$ cat src/rtl/ninjin_ddr_sched_pkg.sv
// Shared types and constants for the ninjin DDR command scheduler and its arbiter.
package ninjin_ddr_sched_pkg;

   typedef enum logic [1:0] {
      ST_IDLE = 2'd0,
      ST_CMD  = 2'd1,
      ST_XFER = 2'd2,
      ST_DONE = 2'd3
   } sched_state_t;

   localparam int DEF_NREQ   = 3;
   localparam int DEF_AWIDTH = 32;
   localparam int DEF_LWIDTH = 8;

   localparam int REQ_IMG = 0;
   localparam int REQ_WGT = 1;
   localparam int REQ_OUT = 2;

endpackage

$ cat src/rtl/ninjin_ddr_sched_arb.sv
// Combinational round-robin pick: first requester above i_ptr (wrapping) wins.
module ninjin_rr_arbiter
   import ninjin_ddr_sched_pkg::*;
#(
   parameter int NREQ = DEF_NREQ,
   parameter int IW   = (NREQ > 1) ? $clog2(NREQ) : 1
) (
   input  logic [NREQ-1:0] i_req,
   input  logic [IW-1:0]   i_ptr,
   output logic [NREQ-1:0] o_gnt,
   output logic [IW-1:0]   o_idx,
   output logic            o_any
);

   int w_cand;

   always_comb begin
      o_gnt  = '0;
      o_idx  = '0;
      o_any  = 1'b0;
      w_cand = 0;
      for (int k = 1; k <= NREQ; k++) begin
         w_cand = (int'(i_ptr) + k) % NREQ;
         for (int j = 0; j < NREQ; j++) begin
            if (!o_any && (j == w_cand) && i_req[j]) begin
               o_any    = 1'b1;
               o_gnt[j] = 1'b1;
               o_idx    = IW'(j);
            end
         end
      end
   end

endmodule

$ cat src/rtl/ninjin_ddr_sched.sv
// Round-robin scheduler for the shared kinpira DDR burst-command port.
// Optional watchdog on stalled CMD/XFER: define NINJIN_SCHED_TIMEOUT_EN.
module ninjin_ddr_sched
   import ninjin_ddr_sched_pkg::*;
#(
   parameter int NREQ    = DEF_NREQ,
   parameter int AWIDTH  = DEF_AWIDTH,
   parameter int LWIDTH  = DEF_LWIDTH,
   parameter int TIMEOUT = 1024
) (
   input  logic                   clk,
   input  logic                   rst,
   input  logic [NREQ-1:0]        req_valid,
   output logic [NREQ-1:0]        req_ready,
   input  logic [NREQ-1:0]        req_we,
   input  logic [NREQ*AWIDTH-1:0] req_addr,
   input  logic [NREQ*LWIDTH-1:0] req_len,
   output logic [NREQ-1:0]        grant,
   output logic [NREQ-1:0]        done,
   output logic                   ddr_cmd_valid,
   input  logic                   ddr_cmd_ready,
   output logic                   ddr_cmd_we,
   output logic [AWIDTH-1:0]      ddr_cmd_addr,
   output logic [LWIDTH-1:0]      ddr_cmd_len,
   input  logic                   ddr_beat,
   output logic                   busy,
   output logic                   err
);

   localparam int IW = (NREQ > 1) ? $clog2(NREQ) : 1;
   localparam logic [LWIDTH:0] CNT_ONE = (LWIDTH+1)'(1);

   sched_state_t      r_state, w_next;
   logic [IW-1:0]     r_rr_ptr;
   logic [IW-1:0]     r_idx;
   logic [NREQ-1:0]   r_grant;
   logic              r_we;
   logic [AWIDTH-1:0] r_addr;
   logic [LWIDTH-1:0] r_len;
   logic [LWIDTH:0]   r_cnt;
   logic              r_err;

   logic [NREQ-1:0]   w_gnt;
   logic [IW-1:0]     w_idx;
   logic              w_any;
   logic              w_sel_we;
   logic [AWIDTH-1:0] w_sel_addr;
   logic [LWIDTH-1:0] w_sel_len;
   logic              w_last_beat;
   logic              w_tmo;

   ninjin_rr_arbiter #(
      .NREQ (NREQ),
      .IW   (IW)
   ) u_arb (
      .i_req (req_valid),
      .i_ptr (r_rr_ptr),
      .o_gnt (w_gnt),
      .o_idx (w_idx),
      .o_any (w_any)
   );

   always_comb begin
      w_sel_we   = 1'b0;
      w_sel_addr = '0;
      w_sel_len  = '0;
      for (int k = 0; k < NREQ; k++) begin
         if (w_gnt[k]) begin
            w_sel_we   = req_we[k];
            w_sel_addr = req_addr[k*AWIDTH +: AWIDTH];
            w_sel_len  = req_len[k*LWIDTH +: LWIDTH];
         end
      end
   end

   assign w_last_beat = (r_state == ST_XFER) && ddr_beat && (r_cnt == {1'b0, r_len});

`ifdef NINJIN_SCHED_TIMEOUT_EN
   localparam int TW = $clog2(TIMEOUT + 1);
   logic [TW-1:0] r_wdog;
   logic          w_wait;
   logic          w_prog;

   assign w_wait = (r_state == ST_CMD) || (r_state == ST_XFER);
   assign w_prog = ((r_state == ST_CMD) && ddr_cmd_ready) || ((r_state == ST_XFER) && ddr_beat);
   assign w_tmo  = w_wait && !w_prog && (r_wdog == TW'(TIMEOUT - 1));

   always_ff @(posedge clk or posedge rst) begin
      if (rst)
         r_wdog <= '0;
      else if (w_wait && !w_prog && !w_tmo)
         r_wdog <= r_wdog + TW'(1);
      else
         r_wdog <= '0;
   end
`else
   // Watchdog compiled out; TIMEOUT is only meaningful with the macro defined.
   assign w_tmo = (TIMEOUT < 0);
`endif

   always_ff @(posedge clk or posedge rst) begin
      if (rst)
         r_state <= ST_IDLE;
      else
         r_state <= w_next;
   end

   always_comb begin
      w_next = r_state;
      case (r_state)
         ST_IDLE: if (w_any) w_next = ST_CMD;
         ST_CMD: begin
            if (ddr_cmd_ready)  w_next = ST_XFER;
            else if (w_tmo)     w_next = ST_DONE;
         end
         ST_XFER: begin
            if (w_last_beat)    w_next = ST_DONE;
            else if (w_tmo)     w_next = ST_DONE;
         end
         ST_DONE: w_next = ST_IDLE;
         default: w_next = ST_IDLE;
      endcase
   end

   always_ff @(posedge clk or posedge rst) begin
      if (rst) begin
         r_rr_ptr <= IW'(NREQ - 1);
         r_idx    <= '0;
         r_grant  <= '0;
         r_we     <= 1'b0;
         r_addr   <= '0;
         r_len    <= '0;
         r_cnt    <= '0;
         r_err    <= 1'b0;
      end else begin
         if ((r_state == ST_IDLE) && w_any) begin
            r_idx   <= w_idx;
            r_grant <= w_gnt;
            r_we    <= w_sel_we;
            r_addr  <= w_sel_addr;
            r_len   <= w_sel_len;
         end
         if ((r_state == ST_CMD) && ddr_cmd_ready)
            r_cnt <= '0;
         else if ((r_state == ST_XFER) && ddr_beat)
            r_cnt <= r_cnt + CNT_ONE;
         if (r_state == ST_DONE) begin
            r_rr_ptr <= r_idx;
            r_grant  <= '0;
         end
         // Beats outside XFER mean the DDR side and scheduler disagree.
         if ((ddr_beat && (r_state != ST_XFER)) || w_tmo)
            r_err <= 1'b1;
      end
   end

   assign req_ready     = (r_state == ST_IDLE) ? w_gnt : '0;
   assign grant         = r_grant;
   assign done          = (r_state == ST_DONE) ? r_grant : '0;
   assign ddr_cmd_valid = (r_state == ST_CMD);
   assign ddr_cmd_we    = r_we;
   assign ddr_cmd_addr  = r_addr;
   assign ddr_cmd_len   = r_len;
   assign busy          = (r_state != ST_IDLE);
   assign err           = r_err;

endmodule

$ cat config.mk
export PLATFORM = sky130hd
export DESIGN_NAME = ninjin_ddr_sched
export DESIGN_NICKNAME = d
export VERILOG_FILES = /design/src/rtl/ninjin_ddr_sched_pkg.sv /design/src/rtl/ninjin_ddr_sched_arb.sv /design/src/rtl/ninjin_ddr_sched.sv
export SDC_FILE = /design/constraint.sdc
export NUM_CORES = 1
export LEC_CHECK = 0
export CAP_MARGIN = 20
export CORE_MARGIN = 1.5
export CORE_UTILIZATION = 40
export CTS_BUF_LIST = sky130_fd_sc_hd__clkbuf_4 sky130_fd_sc_hd__clkbuf_8
export DETAILED_ROUTE_END_ITERATION = 7
export DONT_BUFFER_PORTS = 1
export GPL_ROUTABILITY_DRIVEN = 0
export GPL_TIMING_DRIVEN = 1
export PLACE_DENSITY_LB_ADDON = 0.2
export SYNTH_ARGS = -nofsm -noshare
export SYNTH_HDL_FRONTEND = slang
export SYNTH_SLANG_ARGS = --single-unit
$ cat constraint.sdc
create_clock -name clk -period 5.71 [get_ports clk]
set_clock_uncertainty 0.05 [all_clocks]
set_input_delay 0.8565 -clock clk [delete_from_list [all_inputs] [get_ports clk]]
set_output_delay 0.8565 -clock clk [all_outputs]
set_load 0.02 [all_outputs]
# Word level (Yosys, flattened, before mapping)
# Cells that the tools add are included.
# op_classes
add_sub_neg	4
div	3
n_eq_ne	14
muxes	44
reduce_logical	38
# ops
op	count
2-bit by 32-bit equality test with 1-bit output (first input constant)	3
3-bit by 32-bit equality test with 1-bit output (first input constant)	3
32-bit zero test	3
32-bit by 3-bit remainder unit with 32-bit output (second input constant)	3
32-bit two-way mux	3
8-bit two-way mux	3
1-bit logical AND	22
1-bit two-way mux	21
2-bit two-way mux	10
9-bit two-way mux	2
3-bit two-way mux	4
9-bit by 1-bit adder with 9-bit output (second input constant)	1
9-bit by 8-bit equality test with 1-bit output	1
1-bit zero test	8
2-bit one-hot mux with 4 select lines	1
2-bit by 2-bit adder with 3-bit output (second input constant)	2
2-bit != test (second input constant)	3
2-bit nonzero test	3
2-bit equality test (second input constant)	2
2-bit by 1-bit adder with 3-bit output (second input constant)	1
3-bit AND reduction	1
2-bit by 1-bit equality test with 1-bit output (second input constant)	1
2-bit zero test	1
2-bit by 1-bit != test with 1-bit output (second input constant)	1
# word_totals
register_bits	60
input_bits	130

# Longest topological paths before layout
# logic_depth
depth_word	40
ltp_mapped	8

# Modules after synthesis
# Synthesis repeated with hierarchy kept, for this count alone.
# hier_totals
hier_cells	369
hier_area_um2	3505.9
# modules_own_cells
module	n_inst	cells_each	area_per_inst_um2
ninjin_ddr_sched	1	349	3362.0
ninjin_rr_arbiter	1	20	143.9

# Worst setup path after synthesis
# OpenSTA, ideal clock, no wires.
# synth_path
path_kind	input port to output port
startpoint	input port req_valid[2]
endpoint	output port req_ready[2]
arrival_ps	1805
required_ps	4804
setup_slack_ps	2999
cell_stages	5
n_path_buf	1
cell_sequence	or3_1 -> o211a_1 -> buf_1 -> nand2_1 -> inv_1
# synth_via
elab_chain_cells	27
elab_cells_between_ends	29
classes_between	mux (10); reduce/logical (19)
# synth_rtl
element	line	source
start: declaration	ninjin_ddr_sched.sv:13	input logic [NREQ-1:0] req_valid,
1-bit logical AND	ninjin_ddr_sched_arb.sv:25	if (!o_any && (j == w_cand) && i_req[j]) begin
1-bit two-way mux	ninjin_ddr_sched_arb.sv:25	
1-bit zero test	ninjin_ddr_sched_arb.sv:25	
1-bit logical AND (2 in a row)	ninjin_ddr_sched_arb.sv:25	
1-bit two-way mux	ninjin_ddr_sched_arb.sv:25	
1-bit zero test	ninjin_ddr_sched_arb.sv:25	
1-bit logical AND (2 in a row)	ninjin_ddr_sched_arb.sv:25	
1-bit two-way mux	ninjin_ddr_sched_arb.sv:25	
[7 not listed]	n/a	
1-bit two-way mux	ninjin_ddr_sched_arb.sv:25	
1-bit zero test	ninjin_ddr_sched_arb.sv:25	
1-bit logical AND (2 in a row)	ninjin_ddr_sched_arb.sv:25	
1-bit two-way mux	ninjin_ddr_sched_arb.sv:25	
1-bit zero test	ninjin_ddr_sched_arb.sv:25	
1-bit logical AND (2 in a row)	ninjin_ddr_sched_arb.sv:25	
1-bit two-way mux (*)	ninjin_ddr_sched_arb.sv:25	
3-bit two-way mux (*)	ninjin_ddr_sched.sv:157	assign req_ready = (r_state == ST_IDLE) ? w_gnt : '0;
end: declaration	ninjin_ddr_sched.sv:14	output logic [NREQ-1:0] req_ready,
# Mark *: on every way between the ends. The rest lies on a longest branch, timed or not.

# Worst setup path after layout
# layout_path
startpoint	register r_rr_ptr[0]
endpoint	output port req_ready[2]
# layout_via
elab_chain_cells	38
elab_cells_between_ends	52
classes_between	add/sub (3); div (3); eq/ne (6); mux (12); reduce/logical (28)
# layout_rtl
element	line	source
start: declaration	ninjin_ddr_sched.sv:34	logic [IW-1:0] r_rr_ptr;
start signal: assignment	ninjin_ddr_sched.sv:127	r_rr_ptr <= IW'(NREQ - 1);
start signal: assignment	ninjin_ddr_sched.sv:148	r_rr_ptr <= r_idx;
2-bit by 1-bit adder with 3-bit output	ninjin_ddr_sched_arb.sv:23	w_cand = (int'(i_ptr) + k) % NREQ;
32-bit by 3-bit remainder unit with 32-bit output	ninjin_ddr_sched_arb.sv:23	
32-bit zero test	ninjin_ddr_sched_arb.sv:25	
1-bit logical AND	ninjin_ddr_sched_arb.sv:25	
1-bit two-way mux	ninjin_ddr_sched_arb.sv:25	
1-bit zero test	ninjin_ddr_sched_arb.sv:25	
1-bit logical AND (2 in a row)	ninjin_ddr_sched_arb.sv:25	
1-bit two-way mux	ninjin_ddr_sched_arb.sv:25	
[19 not listed]	n/a	
1-bit two-way mux	ninjin_ddr_sched_arb.sv:25	
1-bit zero test	ninjin_ddr_sched_arb.sv:25	
1-bit logical AND (2 in a row)	ninjin_ddr_sched_arb.sv:25	
1-bit two-way mux	ninjin_ddr_sched_arb.sv:25	
1-bit zero test	ninjin_ddr_sched_arb.sv:25	
1-bit logical AND (2 in a row)	ninjin_ddr_sched_arb.sv:25	
1-bit two-way mux (*)	ninjin_ddr_sched_arb.sv:25	
3-bit two-way mux (*)	ninjin_ddr_sched.sv:157	
# Marks and branches as above.

==> impl_metrics.json <==
{
  "final_hold_viol_count": 0,
  "numCtsBuffers": 9,
  "fin_setup_tns_ns": 0,
  "grt_pass1_wl_um": 13990,
  "synth_top_family_by_area": "compound AO/OA/AOI/OAI gates",
  "cp-start-kind": "register",
  "core_um2": 8217,
  "pre_cts_slack_ns": 2.394,
  "switchingPower_uw": 1077,
  "syn_area_per_cell_um2": 9.214,
  "grtUsageTotal_pct": 20.08,
  "swShare_pct": 46.02,
  "ant_nets": 0,
  "initial_core_util_pct": 41.27,
  "layout_commonest_cell": "dfrtp_1",
  "fin_crit_ns": 3.512,
  "r2r_slack_ns": 3.27,
  "io_buffers": 0,
  "outcome": "completed",
  "ys_types": 45,
  "ys_seq_area_share_pct": 44.32,
  "synth_compound_area_share_pct": 30.59,
  "placementRows": 33,
  "num_antenna_cells": 0,
  "first_pass_iters": 4,
  "path_class": "reg -> out",
  "drc": 0,
  "yosys.area_share.simple_pct": 12.69,
  "worst_pin_slew_ns": 1.026,
  "max_slew_margin_pct": 31.62,
  "cts_tree": "yes",
  "dieArea_um2": 9038,
  "root_buffer": "clkbuf_8",
  "synthAdderAreaFrac_pct": 2.583,
  "syn_nets": 505,
  "p_leak_uw": 0.001501,
  "synth_top_area_share_pct": 43.54,
  "rsz0062_at_grt": "no",
  "worst_path_most_repeated_cell": "inv_1",
  "p_int_uw": 1264,
  "ys_ff_latch": 60,
  "yosys_warnings": 0,
  "arrival_ns": 2.61,
  "antenna_found_initial": 0,
  "combPwrFrac_pct": 41.2,
  "hold_class": "reg -> reg",
  "ys_top_cells_by_area": "dfrtp_1 44%, a221oi_1 8.8%, o21ai_0 6.9%, nand2_1 6.3%, o21ai_1 5.9%",
  "drtIter0Drc": 149,
  "synth_area_um2": 3391,
  "clkPwrFrac_pct": 20.4,
  "grt_max_degree": 61,
  "dieWidth_um": 95.07,
  "drive_gt1_share_pct": 10.03,
  "final_cell_mix": "59 x dfrtp_1, 57 x nand2_1, 47 x o21ai_0, 40 x o21ai_1, 34 x a221oi_1",
  "synthMuxAreaShare_pct": 0,
  "dp_hpwl_um": 6112,
  "synthArstFlopShare_pct": 100.0,
  "synth_largest_area_cell": "dfrtp_1",
  "finalWirelength_um": 8746,
  "grt_pass1_vias": 2733,
  "vias": 2846,
  "power_uw": 2341,
  "clk_path_buf_depth": 2,
  "critical_path.max_fanout": 42,
  "utilization_pct": 44.63,
  "fin_crit_sh_pct": 61.51,
  "area_growth_pct": 8.155,
  "seqPwrFrac_pct": 38.4,
  "synth-edff-count": 0,
  "wire_per_inst_um": 18.85,
  "cts_hold_buf": 0,
  "peakVddDrop_mv": 0.1895,
  "finalMaxSlewViolations": 0,
  "layout.nets": 491,
  "synth-xor-area-share_pct": 3.875,
  "grt.overflow.total": 0,
  "power_density_nw_per_um2": 638.3,
  "cp.required_ns": 4.80,
  "io_pins": 183,
  "ctsResizeCount": 0,
  "clock-sinks": 60,
  "finalSetupViolCount": 0,
  "htree_levels": 3,
  "cts_setup_buffers": 0,
  "maxCapViolCount": 0,
  "fin_ws_ns": 2.198,
  "critical-path-max-stage-delay_ns": 0.83,
  "max_freq_mhz": 284.7,
  "cp-end-kind": "output pin",
  "clock_latency_ns": 0.33,
  "worstPathCellList": "inv_1, ha_1, or2_4, o211a_1, nand2_1, inv_1",
  "die_h_um": 95.07,
  "synth_ff_type": "dfrtp_1",
  "cts.clk_slew.worst_paths_ns": 0.07,
  "vias_per_cell": 6.134,
  "netlist_instances": 368,
  "worst_path_max_delay_cell": "o211a_1"
}
## cells in the mapped netlist (2+ instances only)
cell      count
buf_2        14
a221oi_2      7
nand3_1       5
xnor2_1      10
nand2_1      57
a21oi_1       6
a221oi_1     34
or3_1         2
nand2b_1      2
a21o_1        2
o21ai_0      47
o211a_1       2
nor2b_1       2
clkbuf_1     10
buf_6         4
xor2_1        5
nor2_1        9
ha_1          7
inv_1        12
nand4_1       4
o21ai_1      40
dfrtp_1      59
nor3_1        2
and2_1        5
## path summary, 6_finish.rpt
check,startpoint,cells past startpoint,end
min in group asynchronous,rst,2,r_idx[1]
setup / recovery,r_rr_ptr[0],6,req_ready[2]
hold / removal,r_idx[0],1,r_idx[0]
hold reg to reg,r_idx[0],1,r_idx[0]
max in group asynchronous,rst,2,r_cnt[8]
setup reg to reg,r_rr_ptr[1],5,ddr_cmd_addr[25]
## state kept, by name, indices dropped and copies added (netlist names)
register / count
r_rr_ptr: 2
err: 1
ddr_cmd_we: 1
r_idx: 2
r_cnt: 9
grant: 3
ddr_cmd_addr: 32
ddr_cmd_len: 8
r_state: 2
## final cells by class
| cell class | count | area [um2] |
|---|---|---|
| Clock inverter | 4 | 95.09 |
| Sequential cell | 60 | 1503 |
| Multi-Input combinational cell | 267 | 1704 |
| Timing Repair Buffer | 4 | 30.03 |
| Inverter | 12 | 45.04 |
| Clock buffer | 12 | 158.9 |
| Fill cell | 820 | 4549 |
| Tap cell | 105 | 131.4 |
## layer usage
metal | GRT usage, % | wire length [um] | vias to the layer above
li1 | - | - | 1327
met1 | 24.86 | 3716 | 1399
met2 | 34.10 | 4403 | 106
met3 | 5.502 | 513 | 14
met4 | 5.721 | 113 | 0
met5 | 0 | 0 | -
## power groups by stage
stage               Clock (uW)  Sequential, uW  Combinational [uW]
CTS                        493             903                 973
floorplan                    0             856                 814
detailed placement           0             907                 977
finish                     478             898                 964
global placement             0             906                 950
global route               517             918                1090
## stage by stage
stage          instance area [um2]  hold WS (ns)  cells
6_report                      3667        0.4371    464
5_1_grt                       3667        0.4674    464
4_1_cts                       3667        0.4428    464
3_5_place_dp                  3413        0.4185    448
3_3_place_gp                  3413        0.4135    448
2_1_floorplan                 3391        0.3961    368
## critical path: cells and delay by family (launching register included)
| family | cells | cell delay, ns |
|---|---|---|
| simple gates | 2 | 0.43 |
| compound gates | 1 | 0.83 |
| buf+inv | 2 | 0.29 |
| flops | 1 | 0.35 |
| fa+ha+maj | 1 | 0.39 |
## kinds of logic (layout without fill, tap and decap cells)
logic type,Yosys count,in the layout
compound gates,151,151
simple gates,94,94
flops,60,60
buf+inv,41,32
xor+xnor,15,15
fa+ha+maj,7,7
Note: power is estimated with default switching activity, not from simulation.
==> variant 1: new RTL, config.mk and constraints unchanged <==
Build with the macro `NINJIN_SCHED_TIMEOUT_EN` defined.
--- a/src/rtl/ninjin_ddr_sched.sv
+++ b/src/rtl/ninjin_ddr_sched.sv
@@ -1,5 +1,7 @@
 // Round-robin scheduler for the shared kinpira DDR burst-command port.
 // Optional watchdog on stalled CMD/XFER: define NINJIN_SCHED_TIMEOUT_EN.
+`define NINJIN_SCHED_TIMEOUT_EN
+
 module ninjin_ddr_sched
    import ninjin_ddr_sched_pkg::*;
 #(
Check against the original RTL: same outputs for any inputs over 4 cycles, from zero or initial values and one cycle with rst high; that may be too few to reach the edited logic, so the function may still have changed.
==> variant 1 against the unedited design <==
Design area is 19% higher. Setup slack improved by 0.086 ns. Final cell count is 18% higher. Wire length is 20% higher. Highest routed layer unchanged. Sequential cell count rose by 11. First-iteration DRC count shrank 23%. Total power up 8.1%. Area after synthesis is 25% higher. Sequential share of layout area decreased by 0.28 points. Register-to-register slack got worse by 0.10 ns. Hold slack got worse by 0.016 ns.
==> variant 1: results (changes against the unedited design) <==
Run status
The flow ran to the end, and the final reports show no timing, DRC or antenna violations.

Floorplanning
The placeable core region was 10,300 um^2 (+25%).

Finish
The count of inverters other than clock inverters in the layout is 13 (+1). The relative area of clock buffers and inverters in the final design was 4.41% (-2.5 points). The net count reported at finish came to 545 (+11%).

The footprint of the flip-flops and latches is 1780 um^2 (+18%). The area used by multi-input combinational logic was 2150 um^2 (+26%). The count of clock buffers in the final design was 15 (+3). The number of sequential cells in the layout is 71 (+18%). The area share of buffers outside the clock network is 0.687% (-0.13 points). The filler cell count in the final layout was 1,043 (+27%). The fraction of final layout cells with drive strength greater than 1 is 18.7% (+8.7 points). The total number of multi-input combinational cells is 307 (+15%). The fraction of area in registers came to 40.7% (-0.28 points).

Global route
The wire length of the first global-routing pass is 16,800 um (+20%). The met3 demand-to-capacity share in global routing is 5.03% (-0.47 points). The maximum number of pins on one net before global-route repair is 72 (+18%).

The number of global-route vias before repair was 3,211 (+17%). The met2 usage is 31.0% (-3.1 points).

Logic synthesis
In the synthesized netlist, the cells that appear most often are dfrtp_1, nand2_1, o21ai_0. The sequential-to-total area share from yosys stat is 42.0% (-2.4 points). In the post-synthesis netlist, the biggest area contributors are dfrtp_1, a221oi_2, nand2_1, o21ai_0, buf_6.

The synthesized netlist net count is 560 (+11%). The total number of yosys warnings is 0 (unchanged).

Power and ir drop
The combinational power was 1.16 mW (+20%). The internal power summed over all cells came to 1.30 mW (+2.9%). The static leakage came to 1.74 nW (+16%). The worst IR drop on VDD is 310 uV (+64%). The clock network power consumption is 0.391 mW (-18%). The total power divided by cell area came to 579 nW/um^2 (-9.3%).

Routing
The detailed-routing wirelength on met1 came to 4500 um (+21%). The initial DRC count is 115 (-23%). The routed wire length on met3 came to 776 um (+51%). The total detailed-routing wirelength was 10,500 um (+20%). The met2 routed wirelength is 5090 um (+16%). The routed via count divided by cell count was 5.83 (-5.0%).

Critical path
The register-to-register setup slack is 3.17 ns (-0.10 ns). The number of cells on the worst reg-to-reg path is 7 (+2). The launch point of the worst path is r_rr_ptr[1]$_DFFE_PP1N_. The critical path endpoint is req_ready[1].

The maximum fanout along the worst path is 43 (+2.4%). The capture instance of the worst register-to-register path is ddr_cmd_len[5]$_DFFE_PP0P_.

Place
The total cell area at the placement stage is 4180 um^2 (+22%). The estimated wirelength of the detail-placed design came to 7260 um (+19%).

Timing
The headroom to the max-slew limit is 37.4% (+5.8 points). The worst hold slack came to 0.421 ns (-0.0165 ns).

Worst hold path
The number of cells traversed by the worst hold path is 2 (+1).

CTS
The number of buffers inserted by post-CTS setup repair is 0 (unchanged).
[variant 1: changes by cell type after synthesis, sizes merged, moves of 3 or more]
cell    delta
xnor2      +5
buf        +8
dfrtp     +11
clkbuf     -7
nand2      +4
nor2      +21
nor3       +3
xor2       +4
nand2b     +4
[variant 1: worst max-delay path, cell delays in order, from the launching register on]
cell and delay (ns):
dfstp_2 0.54, inv_1 0.05, ha_1 0.30, mux2i_2 0.22
o21ai_4 0.16, buf_4 0.56, nand2_1 0.15, inv_1 0.19
[variant 1: per-stage QoR]
stage | cells | setup WS [ns]
2_1_floorplan | 421 | 3.01
3_3_place_gp | 531 | 2.69
3_5_place_dp | 531 | 2.65
4_1_cts | 547 | 2.27
5_1_grt | 547 | 2.10
6_report | 547 | 2.28
[variant 1: cells by family after synthesis]
group | count (synthesis) | synth area share (%)
fa+ha+maj | 9 | 2.66
xor+xnor | 24 | 4.96
flops | 71 | 42.0
simple gates | 128 | 14.6
mux | 1 | 0.325
compound gates | 145 | 28.2
buf+inv | 43 | 7.29
==> variant 2: new RTL, config.mk and constraints unchanged <==
Made on the original files. Register the output `err` once more; this adds one clock of latency there. The other outputs are not delayed to match.
--- a/src/rtl/ninjin_ddr_sched.sv
+++ b/src/rtl/ninjin_ddr_sched.sv
@@ -162,7 +162,9 @@
    assign ddr_cmd_addr  = r_addr;
    assign ddr_cmd_len   = r_len;
    assign busy          = (r_state != ST_IDLE);
-   assign err           = r_err;
+   always_ff @(posedge clk) begin
+      err <= r_err;
+   end
 
 endmodule
 
Formal check against the unedited RTL: not equivalent (a bounded check fails within 4 cycles, from zero or initial values and one cycle with rst high).
==> variant 2 against the unedited design <==
The flow now finishes with violations (DRC). Register-to-register slack improved by 0.02 ns. Setup slack improved by 0.14 ns. Clock power is 20% lower. Wire length increased by 6.1%. Area after synthesis is 8.5% higher. Design area is 5.1% higher. Sequential power up 2.6%. Total power rose by 3.8%. Sequential cell count is 1 higher. Sequential share of layout area down 1.5 points. Critical path depth grew 1. Critical path type unchanged. Largest cell class unchanged. Largest power group unchanged.
==> variant 2: results (changes against the unedited design) <==
Run status
The flow ran to the end, but the final reports show violations. The checks that failed: DRC.

Power and ir drop
The worst IR drop on VDD came to 217 uV (+15%). The total power divided by cell area came to 631 nW/um^2 (-1.2%). The internal power summed over all cells is 1.26 mW (-0.61%). The static leakage was 1.55 nW (+3.2%).

Worst hold path
The number of cells traversed by the worst hold path is 0 (-1).

Routing
The initial DRC count is 110 (-26%). The detailed-routing wirelength on met1 is 3850 um (+3.6%). The met2 routed wirelength is 4810 um (+9.2%). The routed via count divided by cell count came to 6.00 (-2.1%). The DRC violations left is 7 (+7).

Logic synthesis
The XOR/XNOR share of the synthesized area is 3.81% (-0.066 points). The synthesized netlist net count is 506 (+0.20%). The sequential-to-total area share from yosys stat came to 41.4% (-2.9 points). The post-synthesis cell type count came to 48 (+6.7%). Counting instances in the post-synthesis netlist gives the leading cell types as dfrtp_1, nand2_1, o21ai_0. The compound-gate portion of the synthesized area came to 33.0% (+2.5 points).

Global route
The met2 usage was 33.7% (-0.41 points). The total global-route track usage is 19.1% (-1.0 points).

Timing
The fraction of the cycle the final worst path needs was 59.1% (-2.4 points). The headroom to the max-slew limit is 49.4% (+18 points).

Place
The number of placed instances with taps included is 451 (+0.67%). The pre-CTS setup slack was 2.58 ns (+0.186 ns).

Critical path
The register-to-register setup slack is 3.29 ns (+0.02 ns). The number of cells on the worst reg-to-reg path came to 7 (+2). The largest individual stage delay along the critical path comes from the cell buf_4.
-- variant 2: cell count changes in the layout (fill, tap and decap cells not counted), moves of 3 or more --
cell,change
a221oi_1,-32
a221oi_2,+32
xor2_1,+4
buf_4,+3
xnor2_1,-3
-- variant 2: worst min-delay path by stage --
| stage | to | slack (ns) |
|---|---|---|
| 2_1_floorplan | err$_DFF_P_ | 0.30 |
| 3_3_place_gp | err$_DFF_P_ | 0.31 |
| 3_5_place_dp | err$_DFF_P_ | 0.31 |
| 4_1_cts | err$_DFF_P_ | 0.33 |
| 5_1_grt | err$_DFF_P_ | 0.34 |
| 6_report | err$_DFF_P_ | 0.32 |
-- variant 2: layout make-up --
type / instances / area, um^2 / area share, %
clock inverter: 4 / 50.0 / 1.30
multi-input combinational: 265 / 1900 / 49.4
inverter: 10 / 37.5 / 0.974
sequential: 61 / 1520 / 39.5
timing repair buffer: 7 / 52.6 / 1.36
clock buffer: 12 / 153 / 3.96
tap: 108 / 135 / 3.51
